[src/rtl/seg_pkg.sv]
// Shared types, BCD limits and width helper for the scanned BCD counter.
// Pure declarations; no latency or flow control.
package seg_pkg;

   typedef logic [3:0] bcd_t;

   localparam bcd_t BCD_MAX = 4'd9;
   localparam bcd_t BCD_MIN = 4'd0;

   // Width of a counter holding 0..n-1; never below one bit so n=1 still yields a legal vector.
   function automatic int cnt_width(input int n);
      return (n > 1) ? $clog2(n) : 1;
   endfunction

endpackage

[src/rtl/bcd_digit.sv]
// One decade cell: value updates the cycle after step; carry_out is combinational.
// No backpressure; clr wins over step.
module bcd_digit
   import seg_pkg::*;
(
   input  logic clk,
   input  logic rst_n,
   input  logic clr,
   input  logic step,
   input  logic up,
   output bcd_t value,
   output logic carry_out
);

   assign carry_out = step & (up ? (value == BCD_MAX) : (value == BCD_MIN));

   always_ff @(posedge clk or negedge rst_n) begin
      if (!rst_n) begin
         value <= BCD_MIN;
      end else if (clr) begin
         value <= BCD_MIN;
      end else if (step) begin
         if (up)
            value <= (value == BCD_MAX) ? BCD_MIN : value + 4'd1;
         else
            value <= (value == BCD_MIN) ? BCD_MAX : value - 4'd1;
      end
   end

endmodule

[src/rtl/seg_scan_bcd_counter.sv]
// BCD up/down counter (bcd/wrap one cycle after tick) with a free-running digit scanner (data/dig_sel one cycle behind).
// No backpressure: en gates counting, clr clears synchronously, the scanner never stalls.
module seg_scan_bcd_counter
   import seg_pkg::*;
#(
   parameter int DIGITS   = 4,
   parameter int TICK_DIV = 50_000_000,
   parameter int SCAN_DIV = 50_000
)
(
   input  logic                  clk,
   input  logic                  rst_n,
   input  logic                  en,
   input  logic                  clr,
   input  logic                  up,
   output logic [4*DIGITS-1:0]   bcd,
   output logic                  wrap,
   output bcd_t                  data,
   output logic [DIGITS-1:0]     dig_sel
);

   localparam int TW = cnt_width(TICK_DIV);
   localparam int SW = cnt_width(SCAN_DIV);
   localparam int IW = cnt_width(DIGITS);

   localparam logic [TW-1:0] TICK_LAST = TW'(TICK_DIV - 1);
   localparam logic [SW-1:0] SCAN_LAST = SW'(SCAN_DIV - 1);
   localparam logic [IW-1:0] IDX_LAST  = IW'(DIGITS - 1);

   logic [TW-1:0]   tick_cnt;
   logic            tick;
   logic [DIGITS:0] carry;
   bcd_t            digit_val [DIGITS];
   logic [SW-1:0]   scan_cnt;
   logic [IW-1:0]   scan_idx;

   assign tick = en & (tick_cnt == TICK_LAST);

   always_ff @(posedge clk or negedge rst_n) begin
      if (!rst_n)
         tick_cnt <= '0;
      else if (clr || tick)
         tick_cnt <= '0;
      else if (en)
         tick_cnt <= tick_cnt + TW'(1);
   end

   // Masking the chain input with clr keeps every carry, and hence wrap, low during a clear.
   assign carry[0] = tick & ~clr;

   for (genvar i = 0; i < DIGITS; i++) begin : g_digit
      bcd_digit u_digit (
         .clk       (clk),
         .rst_n     (rst_n),
         .clr       (clr),
         .step      (carry[i]),
         .up        (up),
         .value     (digit_val[i]),
         .carry_out (carry[i+1])
      );
      assign bcd[4*i +: 4] = digit_val[i];
   end

   always_ff @(posedge clk or negedge rst_n) begin
      if (!rst_n)
         wrap <= 1'b0;
      else
         wrap <= carry[DIGITS];
   end

   always_ff @(posedge clk or negedge rst_n) begin
      if (!rst_n) begin
         scan_cnt <= '0;
         scan_idx <= '0;
         data     <= BCD_MIN;
         dig_sel  <= ~DIGITS'(1);
      end else begin
         if (scan_cnt == SCAN_LAST) begin
            scan_cnt <= '0;
            scan_idx <= (scan_idx == IDX_LAST) ? '0 : scan_idx + IW'(1);
         end else begin
            scan_cnt <= scan_cnt + SW'(1);
         end
         data    <= digit_val[scan_idx];
         dig_sel <= ~(DIGITS'(1) << scan_idx);
      end
   end

endmodule
[config.mk]
export PLATFORM = sky130hd
export DESIGN_NAME = seg_scan_bcd_counter
export DESIGN_NICKNAME = d
export VERILOG_FILES = /design/src/rtl/seg_pkg.sv /design/src/rtl/bcd_digit.sv /design/src/rtl/seg_scan_bcd_counter.sv
export SDC_FILE = /design/constraint.sdc
export NUM_CORES = 1
export LEC_CHECK = 0
export CORE_MARGIN = 3
export CORE_UTILIZATION = 42
export DETAILED_ROUTE_END_ITERATION = 8
export REMOVE_ABC_BUFFERS = 1
export SYNTH_ARGS = -nofsm -noshare
export SYNTH_HDL_FRONTEND = slang
export SYNTH_SLANG_ARGS = --single-unit
[constraint.sdc]
create_clock -name clk -period 3.2 [get_ports clk]
set_clock_uncertainty 0.15 [all_clocks]
set_input_delay 0.96 -clock clk [delete_from_list [all_inputs] [get_ports clk]]
set_output_delay 0.96 -clock clk [all_outputs]
set_load 0.02 [all_outputs]
==> results.json, run 1 <==
{
  "portBuffers": 29,
  "ys_types": 65,
  "hold_path_depth": 1,
  "synth_cells": 433,
  "grt_max_degree": 28,
  "worstSetupPathType": "reg2reg",
  "stdcell_area_mm2": 0.00482,
  "drtPass1Iterations": 6,
  "status": "complete, no violations",
  "finalHoldViolCount": 0,
  "avgSynthCellArea_um2": 9.57,
  "gp_congestion": 0.851,
  "clk_pin_slew_ns": 0.08,
  "vias_per_cell": 5.53,
  "fill_cells": 874,
  "yosys_warnings": 0,
  "synth_edf_count": 0,
  "tightest_slew_ns": 0.587,
  "io_pins": 30,
  "fmax_ghz": 0.361,
  "ys_seq_area_share_pct": 41.8,
  "peakVddDrop_mv": 0.281,
  "antenna_left": 0,
  "powerDensity_mw_per_mm2": 356,
  "placed_area_mm2": 0.00461,
  "n_antenna_cell": 0,
  "crit_fanout": 8,
  "grt_pass1_wl_mm": 16.0,
  "htree_levels": 3,
  "initial_core_util_pct": 44.0,
  "wl_per_cell_um": 15.5,
  "rows": 35,
  "setup_viol": 0,
  "ys_seq_elements": 69,
  "reg2reg_depth": 7,
  "nNetsFinal": 491,
  "cts-root-buf": "clkbuf_8",
  "dieArea_mm2": 0.0111,
  "hold_path_class": "reg2reg",
  "critPathLaunchType": "flip-flop",
  "setup-tns-final_ns": 0,
  "core_area_mm2": 0.00942,
  "cp_data_required_time_ns": 3.28,
  "clkLatencyLatePin_ns": 0.34,
  "clockBufferDepth": 2,
  "rsz0062_at_grt": "no",
  "dp_hpwl_mm": 6.81,
  "cp-end-kind": "flip-flop",
  "cts_tree": "built",
  "clock-sinks": 69,
  "area_growth_pct": 16.4,
  "synth_area_mm2": 0.00414,
  "cts_setup_buffers": 0,
  "fin_crit_ns": 2.77,
  "wirelength_mm": 9.38,
  "ctsResizeCount": 0,
  "synthArstFlopShare_pct": 100,
  "grt_pass1_vias": 3252,
  "grt_overflow_total": 0,
  "grt_usage_pct": 17.7,
  "max_cap_violations": 0,
  "drt_iter0_drc": 157,
  "drive_gt1_share_pct": 12.8,
  "post-route-period-util_pct": 86.6,
  "antenna_found_initial": 0,
  "vias": 3343,
  "arrival_ns": 2.85,
  "numCtsBuffers": 9,
  "drcViolationCount": 0,
  "slew_viol_final": 0,
  "die_x_um": 105,
  "slew_headroom_pct": 60.9,
  "p_leak_nw": 2.01,
  "fp.dieH_um": 105,
  "ctsHoldBuffers": 0,
  "yosys_most_used_dff": "dfrtp_1"
}
## kinds of logic (layout without fill, tap and decap cells)
kind of cell,after synthesis,after routing,synth area share (%)
multiplexers,12,12,4.47
buffers and inverters,43,86,4.98
adder cells (fa/ha/maj),15,15,4.53
XOR/XNOR,44,44,9.30
AO/OA/AOI/OAI,52,52,8.61
AND/OR/NAND/NOR,198,198,26.4
flip-flops,69,69,41.8
## synth_stat cells (3+ instances only)
| cell | count | area share, % |
|---|---|---|
| dfrtp_1 | 66 | 40 |
| o21ai_0 | 10 | 1.2 |
| xnor2_1 | 24 | 5.1 |
| dfstp_2 | 3 | 1.9 |
| a31oi_1 | 3 | 0.45 |
| nand4_1 | 16 | 2.4 |
| nor2b_1 | 4 | 0.60 |
| and4_1 | 3 | 0.63 |
| nand2_1 | 25 | 2.3 |
| ha_1 | 15 | 4.5 |
| a311oi_1 | 3 | 0.63 |
| nand4b_1 | 4 | 0.85 |
| inv_1 | 21 | 1.9 |
| xor2_1 | 20 | 4.2 |
| nor2_1 | 64 | 5.8 |
| nor4_1 | 6 | 0.91 |
| and3_1 | 9 | 1.4 |
| mux2i_1 | 5 | 1.2 |
| and2_1 | 3 | 0.45 |
| a21oi_1 | 8 | 0.97 |
| nand3_1 | 29 | 3.5 |
| or4b_2 | 4 | 0.97 |
| nor3_1 | 5 | 0.60 |
| clkbuf_1 | 13 | 1.2 |
| nand2b_1 | 3 | 0.45 |
| o31ai_1 | 4 | 0.72 |
| o22ai_1 | 6 | 0.91 |
| mux4_2 | 5 | 2.7 |
## final cells by class
type | instances | area [um^2] | area share [%]
clock inverters | 5 | 58.8 | 1.22
inverters | 21 | 78.8 | 1.63
well taps | 129 | 161 | 3.35
flip-flops and latches | 69 | 1730 | 35.9
clock buffers | 11 | 151 | 3.14
multi-input cells | 321 | 2210 | 45.8
repair buffers | 49 | 435 | 9.03
## worst max-delay path: stages (launching register included)
cell and delay [ns]:
dfrtp_1 0.50, inv_1 0.12, ha_1 0.27, or4b_2 0.61, o22ai_1 0.31, nor4b_4 0.41, mux2i_1 0.23, nor2_1 0.06
## final timing paths
| check | from | endpoint | slack (ns) |
|---|---|---|---|
| min reg2reg | scan_cnt[0] | scan_cnt[0] | 0.33 |
| max reg2reg | g_digit[1].u_digit.value[0] | g_digit[2].u_digit.value[0] | 0.43 |
| min | scan_cnt[0] | scan_cnt[0] | 0.33 |
| min in group asynchronous | rst_n | scan_cnt[5] | 0.47 |
| max | g_digit[1].u_digit.value[0] | g_digit[2].u_digit.value[0] | 0.43 |
| max in group asynchronous | rst_n | dig_sel[1] | 1.63 |
## through the flow
stage | total power, W | setup slack [ns] | instances | utilization (%) | hold slack (ns)
2_1_floorplan | 0.000933 | 0.635 | 411 | - | 0.298
3_3_place_gp | 0.000990 | 0.126 | 589 | 49.0 | 0.324
3_5_place_dp | 0.000991 | 0.0704 | 589 | 49.0 | 0.328
4_1_cts | 0.00174 | 0.419 | 605 | 51.2 | 0.338
5_1_grt | 0.00179 | 0.239 | 605 | 51.2 | 0.357
6_report | 0.00172 | 0.428 | 605 | 51.2 | 0.327
## cells in the final DEF (no fill, tap or decap), drive strengths merged, types with 3 or more instances in the layout
cell type       n
xor2           20
nand2b          3
clkdlybuf4s50  28
nand2          25
and4            3
inv            21
or2             3
clkbuf         11
or4b            6
and3           10
dfstp           3
nor4            7
a21oi           8
nor2b           4
nor2           64
a31oi           3
xnor2          24
o21ai          11
mux2i           5
nand3          29
buf            21
nor4b           3
nand4          16
dfrtp          66
and2            4
or4             3
o22ai           6
mux4            5
nand4b          4
o31ai           4
nor3            6
a311oi          3
ha             15
## sequential cells by signal (all words and copies together) (netlist names)
register	count
tick_cnt	26
g_digit.u_digit.value	16
scan_cnt	16
data	4
dig_sel	4
scan_idx	2
wrap	1
## routing by layer
layer / vias up / routed length (um) / global-route usage, %
li1: 1619 / - / -
met1: 1644 / 4540 / 25.0
met2: 72 / 4400 / 27.8
met3: 8 / 356 / 4.10
met4: 0 / 78 / 4.03
met5: - / 0 / 0
## report_power, final
group	switching (W)	leakage, nW	internal [W]	total [W]
clock network	0.000343	0.102	0.000403	0.000745
logic	0.0000594	0.970	0.0000331	0.0000925
registers	0.00000521	0.938	0.000875	0.000880
Power figures use the tool's default switching activity.
==> run 2, diff against run 1 <==
--- a/config.mk
+++ b/config.mk
@@ -5,6 +5,7 @@
 export SDC_FILE = /design/constraint.sdc
 export NUM_CORES = 1
 export LEC_CHECK = 0
+export CAP_MARGIN = 30
 export CORE_MARGIN = 3
 export CORE_UTILIZATION = 42
 export DETAILED_ROUTE_END_ITERATION = 8
==> results of run 2 <==
No change in the layout: final DEF, timing and power equal those of run 1.
